--- config.mk ---
export PLATFORM = sky130hd
export DESIGN_NAME = neuron_mac
export DESIGN_NICKNAME = d
export VERILOG_FILES = /design/src/rtl/neuron_mac_pkg.sv /design/src/rtl/neuron_mac_round_sat.sv /design/src/rtl/neuron_mac.sv
export SDC_FILE = /design/constraint.sdc
export NUM_CORES = 1
export LEC_CHECK = 0
export ABC_AREA = 1
export CORE_ASPECT_RATIO = 2
export CORE_MARGIN = 4
export CORE_UTILIZATION = 58
export DETAILED_ROUTE_END_ITERATION = 6
export PLACE_DENSITY_LB_ADDON = 0.08
export RECOVER_POWER = 50
export SETUP_SLACK_MARGIN = 0.4
export SLEW_MARGIN = 20
export SYNTH_ARGS = -nofsm -noshare
export SYNTH_HDL_FRONTEND = slang
export SYNTH_SLANG_ARGS = --single-unit
--- constraint.sdc ---
create_clock -name clk -period 13.63 [get_ports clk]
set_clock_uncertainty 0.1 [all_clocks]
set_input_delay 2.726 -clock clk [delete_from_list [all_inputs] [get_ports clk]]
set_output_delay 2.726 -clock clk [all_outputs]
set_load 0.02 [all_outputs]
--- src/rtl/neuron_mac_pkg.sv ---
// neuron_mac_pkg: shared Q4.4 fixed-point constants and FSM state encoding
// for the neuron_mac block and its round/saturate stage.
package neuron_mac_pkg;
   localparam int Q_W     = 8;
   localparam int Q_FRAC  = 4;
   localparam int SAT_MAX = 127;
   localparam int SAT_MIN = -128;
   typedef enum logic [1:0] {IDLE, ACCUM, ROUND, OUT} state_e;
endpackage

--- src/rtl/neuron_mac_round_sat.sv ---
// neuron_mac_round_sat: converts a Q8.8 accumulator to Q4.4 with
// round-half-up and saturation to the signed 8-bit range.
//   acc_i : signed accumulator, ACC_W bits, Q8.8
//   z_o   : signed Q4.4 result
module neuron_mac_round_sat
   import neuron_mac_pkg::*;
#(
   parameter int ACC_W = 20
) (
   input  logic signed [ACC_W-1:0] acc_i,
   output logic signed [Q_W-1:0]   z_o
);
   localparam logic signed [ACC_W:0] HI = (ACC_W+1)'(SAT_MAX);
   localparam logic signed [ACC_W:0] LO = (ACC_W+1)'(SAT_MIN);
   logic signed [ACC_W:0] sum;
   logic signed [ACC_W:0] r;
   // one guard bit so adding the half-LSB can never wrap
   assign sum = {acc_i[ACC_W-1], acc_i} + (ACC_W+1)'(1 << (Q_FRAC-1));
   assign r   = sum >>> Q_FRAC;
   assign z_o = r > HI ? Q_W'(SAT_MAX) : r < LO ? Q_W'(SAT_MIN) : r[Q_W-1:0];
endmodule

--- src/rtl/neuron_mac.sv ---
// neuron_mac: one neuron pre-activation z = bias + sum(x[i]*w[i]) in Q4.4.
//   clk, rst      : clock, synchronous active-high reset
//   start, bias   : begin an evaluation (IDLE only), bias sampled then
//   x_data/x_valid/x_ready : activation stream, one beat per input
//   w_addr/w_data : weight index for the current beat, same-cycle weight
//   z__value/z_valid/z_ready : rounded, saturated result handshake
module neuron_mac
   import neuron_mac_pkg::*;
#(
   parameter int N_INPUTS = 4,
   parameter int ACC_W    = 20
) (
   input  logic                        clk,
   input  logic                        rst,
   input  logic                        start,
   input  logic signed [Q_W-1:0]       x_data,
   input  logic                        x_valid,
   output logic                        x_ready,
   output logic [$clog2(N_INPUTS)-1:0] w_addr,
   input  logic signed [Q_W-1:0]       w_data,
   input  logic signed [Q_W-1:0]       bias,
   output logic signed [Q_W-1:0]       z__value,
   output logic                        z_valid,
   input  logic                        z_ready
);
   localparam int CW = $clog2(N_INPUTS);
   state_e                  state_q;
   logic signed [ACC_W-1:0] acc_q;
   logic [CW-1:0]           cnt_q;
   logic signed [Q_W-1:0]   z_q;
   logic                    x_ready_q;
   logic                    z_valid_q;
   logic signed [2*Q_W-1:0] prod;
   logic signed [ACC_W-1:0] prod_ext;
   logic signed [ACC_W-1:0] bias_ext;
   logic signed [ACC_W-1:0] acc_d;
   logic signed [Q_W-1:0]   z_rs;
   logic                    last;
   assign prod     = x_data * w_data;
   assign prod_ext = prod;
   assign bias_ext = bias;
   assign acc_d    = acc_q + prod_ext;
   assign last     = cnt_q == CW'(N_INPUTS-1);
   neuron_mac_round_sat #(.ACC_W(ACC_W)) u_round_sat (
      .acc_i (acc_q),
      .z_o   (z_rs)
   );
   always_ff @(posedge clk) begin
      if (rst) begin
         state_q   <= IDLE;
         acc_q     <= '0;
         cnt_q     <= '0;
         z_q       <= '0;
         x_ready_q <= 1'b0;
         z_valid_q <= 1'b0;
      end else begin
         case (state_q)
            IDLE: if (start) begin
               // bias is Q4.4; shift aligns it to the Q8.8 product scale
               acc_q     <= bias_ext <<< Q_FRAC;
               cnt_q     <= '0;
               x_ready_q <= 1'b1;
               state_q   <= ACCUM;
            end
            ACCUM: if (x_valid && x_ready_q) begin
               acc_q <= acc_d;
               if (last) begin
                  cnt_q     <= '0;
                  x_ready_q <= 1'b0;
                  state_q   <= ROUND;
               end else begin
                  cnt_q <= cnt_q + 1'b1;
               end
            end
            ROUND: begin
               z_q       <= z_rs;
               z_valid_q <= 1'b1;
               state_q   <= OUT;
            end
            OUT: if (z_ready) begin
               z_valid_q <= 1'b0;
               state_q   <= IDLE;
            end
            default: state_q <= IDLE;
         endcase
      end
   end
   assign x_ready  = x_ready_q;
   assign z_valid  = z_valid_q;
   assign z__value = z_q;
   assign w_addr   = cnt_q;
endmodule

==> impl_results.md, run 1 <==
- Vias/cell: 5.33
- Clock tree sinks: 34
- XOR/XNOR share of the synthesized area: 0.0249
- Area grow syn2layout: 10.8%
- Final wirelength: 13.6 mm
- Post-synth EDFFs: 0
- Worst hold path class: reg2reg
- H-tree levels: 2
- Via count: 4,707
- Critical path startpoint: w_data[7]
- Worst R2R Path Depth: 19
- Synth Area per Inst: 7.73 um2
- Post-synthesis sequential area ratio: 0.121
- Setup TNS: 0 ns
- Cells after synthesis: 728
- Ys async rst share: 0
- Synth Area in Simple Gates: 0.188
- Reg2Reg Setup Slack: 8.71 ns
- Rows: 50
- Antenna Nets Post-Route: 0
- Number of remaining DRC errors: 0
- Final slew viol count: 0
- Worst-path fanout max: 9
- Post-synth top flop: dfxtp_1
- Status: completed
- Hpwl dp: 11.6 mm
- Synth Net Count: 897
- Total gr overflow: 0
- Worst setup EP type: flop
- Core ar.: 0.00945 mm2
- Inserted Clock Buffers: 5
- Crit-path cells: clkdlybuf4s50_1 -> clkinv_1 -> or2_2 -> fa_1 -> fa_1 -> inv_1 -> fa_1 -> fa_1 -> fa_1 -> ha_1 -> nand3_1 -> nand3_1 -> a21boi_0 -> o21ai_0 -> inv_1 -> nor2_1 -> o21ai_0 -> nand3_1 -> a21oi_1
- Detailed router's first-iteration violation count: 110
- Net count, final: 921
- Commonest non-fill, non-tap cell in the layout: inv_1
- Synthesized flop and latch total: 34
- CTS Hold Bufs: 0
- GP Congestion: 0.898
- CP Launch Type: primary input
- Worst EP arrival: 8.11 ns
- Critical R2R Capture: acc_q[14]
- Crit Path Class: in2reg
- Most frequent cell on the critical path: fa_1
- Min cycle time layout: 8.00 ns
- RSZ-0062 raised after global routing: no
- Die Ht: 147 um
- Synthesized area: 0.00563 mm2
- Layout cell share with drive strength beyond 1: 0.0452
- Avg WL per Cell: 15.4 um
- Commonest cells after routing, fill and taps aside: inv_1, nand2_1, fa_1
- Crit-path slowest cell: fa_1
- First-pass GRT wire length: 23.7 mm
- Pin count of the biggest net entering global routing: 23
- Die area: 0.0114 mm2
- Placed Area: 0.00609 mm2
- Hold Fails Final Rpt: 0
- Crit-path max cell delay: 0.59 ns
- Fill cell count: 855
- Die Wd: 77.7 um
- Vias in the first global route: 5,113
- Clock tree buffer depth: 2
- F_max: 0.125 GHz
- Initial antenna violation count: 0
- Post-cts resize count: 0
- Synth Area in Adders: 0.428
- Largest family of logic cells by synthesized area: adder cells
- Port bufs: 40
- Root buf cell: clkbuf_16
- Max cap viols: 0
- Clock slew at reported path FFs: 0.05 ns
- Warnings, synthesis: 0
- CTS tree: yes
- # IOs: 41
- # Post-CTS Setup Buffers: 0
- Reg-to-Reg Start: acc_q[6]
- Ant diodes: 0
- Worst Tran Pin Value: 0.705 ns
- Setup crit end: acc_q[14]
- Final setup viols: 0
- Clock latency on the worst-skew pair: 0.27 ns
- Hold path startpoint: z__value[7]
- Final instance area: 0.00624 mm2
- Initial core utilization: 0.596
- Crit path required time: 13.74 ns
- Netlist cell types: 39
- Headroom to the max-slew limit: 0.529
- Final period util: 0.587
- Post-synthesis compound-gate area fraction: 0.108
- Gr usage total: 0.256
- Post-synthesis mux area share: 0
- DRT Pass-1 Iters: 4
==> critical path, delay by kind of cell <==
kind / cells / cell delay, ns
AO/OA/AOI/OAI: 4 / 0.84
adder cells (fa/ha/maj): 6 / 2.93
buffers and inverters: 4 / 0.85
AND/OR/NAND/NOR: 5 / 0.76
==> sequential cells by signal (all words and copies together) (netlist names) <==
name      count
z__value      8
acc_q        20
z_valid       1
w_addr        2
state_q       2
x_ready       1
==> per-stage QoR <==
stage / worst slack (ns) / util / cells / hold WS [ns]
final: 5.63 / 0.660 / 883 / 0.370
after global routing: 5.20 / 0.660 / 883 / 0.401
after CTS: 5.59 / 0.660 / 883 / 0.376
after detailed placement: 5.33 / 0.645 / 875 / 0.365
after global placement: 5.46 / 0.645 / 875 / 0.357
after floorplan: 6.23 / - / 728 / 0.365
==> logic make-up (layout without fill, tap and decap cells) <==
logic type / after synthesis / in the layout
flops: 34 / 34
fa+ha+maj: 140 / 140
xor+xnor: 16 / 16
compound gates: 105 / 105
simple gates: 242 / 242
buf+inv: 191 / 216
==> worst min-delay path by stage <==
stage,endpoint,cells after the start,slack (ns)
after floorplan,acc_q[1],2,0.37
after global placement,z__value[7],2,0.36
after detailed placement,z__value[7],2,0.37
after CTS,z__value[7],2,0.38
after global routing,z__value[7],2,0.40
final,z__value[7],2,0.37
==> Yosys cell counts, types with 4 or more instances <==
cell,n,share of area
nand4_1,6,0.0067
clkbuf_1,21,0.014
fa_1,88,0.31
inv_1,164,0.11
nand2_1,149,0.099
ha_1,52,0.12
nand3_1,23,0.020
or2_2,4,0.0044
xnor2_1,9,0.014
nor2_1,39,0.026
a21oi_1,45,0.040
a22oi_1,5,0.0067
dfxtp_1,34,0.12
a31oi_1,4,0.0044
nand2_2,4,0.0044
xor2_1,7,0.011
o21ai_0,33,0.029
==> area by class of cell <==
| cell class | count | area [um2] | share of cell area |
|---|---|---|---|
| multi-input combinational | 503 | 4220 | 0.676 |
| sequential | 34 | 681 | 0.109 |
| inverter | 168 | 631 | 0.101 |
| timing repair buffer | 40 | 400 | 0.0642 |
| tap | 130 | 163 | 0.0261 |
| clock buffer | 7 | 143 | 0.0229 |
| clock inverter | 1 | 5.00 | 0.000802 |
==> per-layer routing <==
layer / vias up / track usage / share of wire
met2: 102 / 0.508 / 0.58
met4: 0 / 0.0856 / 0.034
met1: 2299 / 0.275 / 0.35
li1: 2273 / - / -
met3: 33 / 0.0196 / 0.032
met5: - / 0 / 0
Power of run 1 is not shown: default switching activity piles up to over one toggle a cycle in this logic, so the estimate is an artifact.
==> inputs of run 2 (changes only) <==
clock period = 7.9 ns   (was 13.63 ns; I/O delays follow)
==> impl_results.md, run 2 (synthesis results as in run 1) <==
- H-tree levels: 2 (unchanged)
- Crit-path max cell delay: 0.63 ns (+0.04 ns)
- Clock tree sinks: 34 (unchanged)
- Total gr overflow: 0 (unchanged)
- Status: completed
- CTS Hold Bufs: 0 (unchanged)
- Die Ht: 147 um (unchanged)
- Commonest non-fill, non-tap cell in the layout: inv_1
- # IOs: 41 (unchanged)
- Headroom to the max-slew limit: 0.546 (+0.0163)
- Setup TNS: 0 ns (unchanged)
- Hold Fails Final Rpt: 0 (unchanged)
- Die Wd: 77.7 um (unchanged)
- Crit Path Class: in2reg
- Worst hold path class: reg2reg
- Most flop-heavy register: acc_q
- Number of flip-flops in the largest register: 20 (unchanged)
- Critical R2R Capture: acc_q[12]
- Worst hold path depth: 2 (unchanged)
- Layout cell share with drive strength beyond 1: 0.0502 (+0.00505)
- CP Launch Type: primary input
- Clock latency on the worst-skew pair: 0.28 ns (about the same)
- GP Congestion: 0.921 (+2.5%)
- Worst-path fanout max: 8 (-1)
- Hold path startpoint: z__value[7]
- Crit-path slowest cell: fa_1
- Reg-to-Reg Start: acc_q[6]
- Root buf cell: clkbuf_16
- Max cap viols: 0 (unchanged)
- First-pass GRT wire length: 23.7 mm (about the same)
- Antenna Nets Post-Route: 0 (unchanged)
- Port bufs: 40 (unchanged)
- Vias/cell: 5.33 (about the same)
- Net count, final: 925 (+0.43%)
- Pin count of the biggest net entering global routing: 23 (unchanged)
- Vias in the first global route: 5,179 (+1.3%)
- DRT Pass-1 Iters: 4 (unchanged)
- Reg2Reg Setup Slack: 3.04 ns (-5.67 ns)
- Final slew viol count: 0 (unchanged)
- Avg WL per Cell: 15.3 um (-0.12%)
- Commonest cells after routing, fill and taps aside: inv_1, nand2_1, fa_1
- Crit-path cells: clkdlybuf4s50_1 -> nand2_1 -> inv_1 -> fa_1 -> inv_1 -> fa_1 -> inv_1 -> fa_1 -> inv_1 -> fa_1 -> inv_1 -> ha_1 -> ha_1 -> inv_1 -> nor3_1 -> nand3b_1 -> nand3_1 -> nand3_1 -> a21oi_1
- Number of remaining DRC errors: 0 (unchanged)
- Via count: 4,729 (+0.47%)
- Worst R2R Path Depth: 17 (-2)
- Rows: 50 (unchanged)
- Final setup viols: 0 (unchanged)
- Final wirelength: 13.6 mm (+0.33%)
- Initial core utilization: 0.596 (unchanged)
- CTS tree: yes
- Worst setup EP type: flop
- Initial antenna violation count: 0 (unchanged)
- RSZ-0062 raised after global routing: no
- Worst Tran Pin Value: 0.681 ns (-0.0245 ns)
- Worst EP arrival: 6.87 ns (-1.24 ns)
- Core ar.: 0.00945 mm2 (unchanged)
- Area grow syn2layout: 11.3%
- # Post-CTS Setup Buffers: 0 (unchanged)
- F_max: 0.148 GHz
- Die area: 0.0114 mm2 (unchanged)
- Final period util: 0.856
- Clock tree buffer depth: 2 (unchanged)
- Detailed router's first-iteration violation count: 108 (-1.8%)
- Most frequent cell on the critical path: inv_1
- Post-cts resize count: 0 (unchanged)
- Fill cell count: 849 (-0.70%)
- Crit path required time: 8.01 ns (-5.73 ns)
- Hpwl dp: 11.6 mm (+0.40%)
- Gr usage total: 0.257 (+0.000315)
- Hold endpoint: z__value[7]
- Min cycle time layout: 6.76 ns
- Inserted Clock Buffers: 5 (unchanged)
- Ant diodes: 0 (unchanged)
- Clock slew at reported path FFs: 0.06 ns (about the same)
-- run 2: worst max-delay path by stage --
| stage | to | depth (start not counted) | slack [ns] | from |
|---|---|---|---|---|
| after global routing | acc_q[14] | 20 | 0.80 | w_data[7] |
| after detailed placement | acc_q[18] | 19 | 0.89 | w_data[2] |
| final | acc_q[18] | 19 | 1.14 | w_data[2] |
| after CTS | acc_q[18] | 19 | 1.11 | w_data[2] |
| after floorplan | acc_q[12] | 16 | 1.64 | w_data[7] |
| after global placement | acc_q[18] | 19 | 0.96 | w_data[2] |
-- run 2: final cells by class --
class / instances / area (um2) / area share
multi-input cells: 503 / 4220 / 0.673
flip-flops and latches: 34 / 681 / 0.109
inverters: 168 / 631 / 0.101
repair buffers: 44 / 430 / 0.0687
well taps: 130 / 163 / 0.0260
clock buffers: 7 / 143 / 0.0228
clock inverters: 1 / 5.00 / 0.000799
-- run 2: worst max-delay path: cells and delay by family --
kind	cells	cell delay (ns)
and+or+nand+nor	5	1.02
AOI/OAI and AO/OA	1	0.17
adders and majority gates	6	2.91
buffers and inverters	7	1.18
-- run 2: layer usage --
layer / track usage / vias to the layer above / wire length, um
met4: 0.114 / 0 / 580
li1: - / 2282 / -
met1: 0.274 / 2293 / 4830
met5: 0 / - / 0
met2: 0.491 / 105 / 7790
met3: 0.0282 / 49 / 410
-- run 2: through the flow --
step / setup WS, ns / hold WS [ns] / utilization / area [um2] / cells
after floorplan: 1.64 / 0.365 / - / 5630 / 728
after global placement: 0.963 / 0.357 / 0.648 / 6120 / 879
after detailed placement: 0.885 / 0.365 / 0.648 / 6120 / 879
after CTS: 1.11 / 0.376 / 0.663 / 6270 / 887
after global routing: 0.805 / 0.394 / 0.663 / 6270 / 887
final: 1.14 / 0.365 / 0.663 / 6270 / 887
Power of run 2 is left out for the same reason.
==> inputs of run 3 (changes only) <==
CELL_PAD_IN_SITES_DETAIL_PLACEMENT = 0   (was not set)
CELL_PAD_IN_SITES_GLOBAL_PLACEMENT = 2   (was not set)
CORE_UTILIZATION = 36   (was 58)
==> impl_results.md, run 3 (synthesis results as in run 1) <==
- Rows: 64 (+28%)
- Core ar.: 0.0153 mm2 (+62%)
- Clock tree buffer depth: 2 (unchanged)
- Port bufs: 40 (unchanged)
- Worst-path fanout max: 8 (unchanged)
- Max cap viols: 0 (unchanged)
- Hold Fails Final Rpt: 0 (unchanged)
- # IOs: 41 (unchanged)
- Final period util: 0.859 (+0.00316)
- Vias in the first global route: 4,937 (-4.7%)
- GP Congestion: 0.823 (-11%)
- Clock latency on the worst-skew pair: 0.28 ns (about the same)
- Reg-to-Reg Start: acc_q[4]
- Worst hold path class: reg2reg
- Die area: 0.0178 mm2 (+56%)
- Ant diodes: 0 (unchanged)
- First-pass GRT wire length: 24.8 mm (+4.7%)
- Gr usage total: 0.181 (-0.0753)
- Worst setup EP type: flop
- Min cycle time layout: 6.79 ns (+0.0250 ns)
- Setup TNS: 0 ns (unchanged)
- Avg WL per Cell: 15.6 um (+1.6%)
- Initial antenna violation count: 0 (unchanged)
- Commonest cells after routing, fill and taps aside: inv_1, nand2_1, fa_1
- CP Launch Type: primary input
- Final setup viols: 0 (unchanged)
- Inserted Clock Buffers: 5 (unchanged)
- Final wirelength: 14.9 mm (+9.2%)
- Detailed router's first-iteration violation count: 125 (+16%)
- Seq. cell area: 681 um2 (unchanged)
- Area of the multi-input gates: 0.00422 mm2 (unchanged)
- Crit path required time: 8.01 ns (about the same)
- RSZ-0062 raised after global routing: no
- Pin count of the biggest net entering global routing: 23 (unchanged)
- Antenna Nets Post-Route: 0 (unchanged)
- Final slew viol count: 0 (unchanged)
- Crit Path Class: in2reg
- Critical path startpoint: w_data[2]
- F_max: 0.147 GHz (-0.37%)
- Net count, final: 924 (-0.11%)
- DRT Pass-1 Iters: 5 (+1)
- Via count: 4,629 (-2.1%)
- Hpwl dp: 13.0 mm (+12%)
- CTS Hold Bufs: 0 (unchanged)
- Most flop-heavy register: acc_q
- Post-cts resize count: 0 (unchanged)
- Number of flip-flops in the largest register: 20 (unchanged)
- Worst Tran Pin Value: 0.697 ns (+0.0166 ns)
- Root buf cell: clkbuf_16
- Hold path startpoint: z_valid
- Worst EP arrival: 6.89 ns (+0.02 ns)
- Commonest non-fill, non-tap cell in the layout: inv_1
- Clock tree sinks: 34 (unchanged)
- Layout cell share with drive strength beyond 1: 0.0476 (-0.00258)
- Die Ht: 185 um (+25%)
- CTS tree: yes
- Headroom to the max-slew limit: 0.535 (-0.0111)
- Area grow syn2layout: 13.0%
- Number of remaining DRC errors: 0 (unchanged)
- Reg2Reg Setup Slack: 2.99 ns (-0.05 ns)
- H-tree levels: 2 (unchanged)
- # Post-CTS Setup Buffers: 0 (unchanged)
- Die Wd: 96.4 um (+24%)
- Total gr overflow: 0 (unchanged)
- Vias/cell: 4.85 (-9.0%)
- Initial core utilization: 0.368 (-0.228)
- Clock slew at reported path FFs: 0.05 ns (about the same)
- Fill cell count: 1,608 (+89%)
- Status: completed
[run 3: changes by cell type in the layout (fill, tap and decap cells not counted)]
cell,delta
clkbuf_1,+1
clkinv_2,-1
bufinv_16,+1
buf_4,-1
clkbuf_8,-1
[run 3: worst paths after layout]
| path | endpoint | cells after the start |
|---|---|---|
| worst max-delay path | acc_q[18] | 19 |
| worst min-delay path | z_valid | 2 |
| worst max register to register | acc_q[12] | 18 |
| worst min register to register | z_valid | 2 |
[run 3: critical path, cell delays in order]
cell	delay, ns
clkdlybuf4s50_1	0.62
nand2_1	0.28
inv_1	0.08
fa_1	0.55
inv_1	0.16
fa_1	0.64
inv_1	0.16
fa_1	0.55
inv_1	0.06
fa_1	0.53
inv_1	0.04
ha_1	0.30
ha_1	0.33
inv_1	0.10
nor3_1	0.36
nand3b_1	0.19
nand3_1	0.13
nand3_1	0.08
a21oi_1	0.15
[run 3: area by class of cell]
cell class	count	area share
repair buffers	43	0.0665
multi-input cells	503	0.663
inverters	168	0.0992
clock buffers	7	0.0209
clock inverters	1	0.00472
flip-flops and latches	34	0.107
well taps	198	0.0390
[run 3: through the flow]
stage | setup WS (ns) | util | instance area (um2) | std cells | hold WS (ns)
detailed placement | 0.729 | 0.405 | 6200 | 946 | 0.371
floorplan | 1.64 | - | 5630 | 728 | 0.365
global route | 0.756 | 0.416 | 6360 | 954 | 0.397
global placement | 0.821 | 0.405 | 6200 | 946 | 0.359
finish | 1.11 | 0.416 | 6360 | 954 | 0.369
CTS | 0.977 | 0.416 | 6360 | 954 | 0.379
[run 3: per-layer routing]
metal	wire, um	share of wire	GRT usage
met5	0	0	0
met4	230	0.015	0.0422
met3	327	0.022	0.0146
met2	8960	0.60	0.361
met1	5360	0.36	0.200
Power of run 3 is left out for the same reason.
==> RTL edit (flow settings as in run 1) <==
`ACC_W` is set to 20 in 2 places; all go to 30.
--- a/src/rtl/neuron_mac_round_sat.sv
+++ b/src/rtl/neuron_mac_round_sat.sv
@@ -7,3 +7,3 @@
 #(
-   parameter int ACC_W = 20
+   parameter int ACC_W = 30
 ) (
--- a/src/rtl/neuron_mac.sv
+++ b/src/rtl/neuron_mac.sv
@@ -10,3 +10,3 @@
    parameter int N_INPUTS = 4,
-   parameter int ACC_W    = 20
+   parameter int ACC_W    = 30
 ) (
Formal check against the unedited RTL: no difference found for any inputs over 4 cycles, from zero or initial values and one cycle with rst high; that may be too few to reach the edited logic, so the function may still have changed.
==> RTL edit against run 1 <==
Area after synthesis is 46% higher; routed wire length grew 59%; sequential share of layout area fell by 1.0 points; sequential cell count is 10 higher; worst setup slack worse by 660 ps; design area increased by 43%.
Power is not shown: default switching activity piles up to over one toggle a cycle in this logic, so the estimate is an artifact.
==> RTL edit: results (changes against run 1) <==
- Total area of multi-input combinational cells: 6431 um2 (+53%)
* Share of layout cells above drive strength 1: 0.04590 (+0.0007431)
- The final HPWL from detailed placement was 18670 um (+61%).
* DR pass1 iterations: 5 (+1)
* Critical register-to-register path startpoint: acc_q[4]
- The share of synthesized cell area in full adder, half adder and majority cells is 0.4214 (-0.007071).
- Crit path arrival time: 8770 ps (+660 ps)
* Area used by sequential logic in the layout: 880.8 um2 (+29%)
* Count of clock buffers in the final design: 6 (-1)
* Worst setup path startpoint: x_data[7]
* Fill count: 1345 (+57%)
- Initial DRC Count: 309 (+180%)
- Non-filler cells, final: 1322 (+50%)
- The average wire per cell in the routed design was 16.28 um (+6.0%).
- Via count normalized by instance count: 5.338 (+0.14%)
- The number of flip-flops and latches in the synthesized netlist is 44 (+29%).
- Slack of the worst reg-to-reg path: 8280 ps (-430 ps)
- Tightest Pin Transition: 1034 ps (+328.8 ps)
- The number of flip-flops in the largest register came to 30 (+50%).
- Clk Latency, worst-skew pair: 290 ps (+20 ps)
- The number of buffers other than clock buffers in the final layout came to 42 (+5.0%).
* Nets: 1362 (+48%)
* Proportion of synthesized chip area in sequential cells: 0.1072 (-0.01372)
- The final-layout non-clock buffer area share came to 0.04673 (-0.01747).
- Via count of the first global-routing pass: 7576 (+48%)
- The multi-input logic cell count is 829 (+65%).
* Area fraction in compound gates after synthesis: 0.1052 (-0.002365)
- Routability congestion estimate: 0.9920 (+10%)
- The run finished with clean final reports.
- The global-route wire length before repair was 36780 um (+55%).
* Gate count of the mapped netlist: 1114 (+53%)
- Maximum number of pins on one net before global-route repair: 25 (+8.7%)
* Biggest fanout along the worst timing path: 13 (+4)
- Clk cell area share: 0.01506 (-0.008611)
- Parity-gate share of the synthesized area counting xor and xnor cells: 0.01812 (-0.006773)
* Number of buffers between clock root and the deepest sink: 2 (unchanged)
- Ranked by instance count, the synthesized netlist is headed by 254 x sky130_fd_sc_hd__nand2_1, 204 x sky130_fd_sc_hd__inv_1, 128 x sky130_fd_sc_hd__fa_1, 88 x sky130_fd_sc_hd__nor2_1, 72 x sky130_fd_sc_hd__ha_1.
## RTL edit: worst max-delay path, stage by stage
cell and delay (ps):
sky130_fd_sc_hd__clkdlybuf4s50_1 630, sky130_fd_sc_hd__nand2_1 190, sky130_fd_sc_hd__inv_1 110, sky130_fd_sc_hd__fa_1 810
sky130_fd_sc_hd__inv_1 450, sky130_fd_sc_hd__fa_1 640, sky130_fd_sc_hd__inv_1 50, sky130_fd_sc_hd__fa_1 480
sky130_fd_sc_hd__fa_1 500, sky130_fd_sc_hd__ha_1 310, sky130_fd_sc_hd__ha_1 380, sky130_fd_sc_hd__a21oi_1 280
sky130_fd_sc_hd__a21boi_0 300, sky130_fd_sc_hd__nand2_1 110, sky130_fd_sc_hd__a31oi_1 260, sky130_fd_sc_hd__o21ai_0 170
sky130_fd_sc_hd__a21oi_1 140, sky130_fd_sc_hd__o21ai_0 110, sky130_fd_sc_hd__a21oi_1 120
## RTL edit: stage by stage
stage / instance area (um2) / setup slack (ps)
floorplan: 8219 / 5744
global placement: 8756 / 4751
detailed placement: 8756 / 4670
CTS: 8890 / 4958
global route: 8890 / 4367
finish: 8890 / 4969
## RTL edit: metal layers
metal  GRT usage  vias up  part of all wire
li1            -     3499                 -
met1      0.3082     3319              0.35
met2      0.5427      171              0.54
met3     0.01962       68             0.029
met4      0.1756        0             0.082
met5           0        -                 0
## RTL edit: worst max path at each step
stage / end / slack, ps / depth (start not counted)
after CTS: acc_q[17] / 4960 / 19
after floorplan: acc_q[22] / 5740 / 19
final: acc_q[17] / 4970 / 19
after global placement: acc_q[17] / 4750 / 19
after global routing: acc_q[17] / 4370 / 19
after detailed placement: acc_q[17] / 4670 / 19
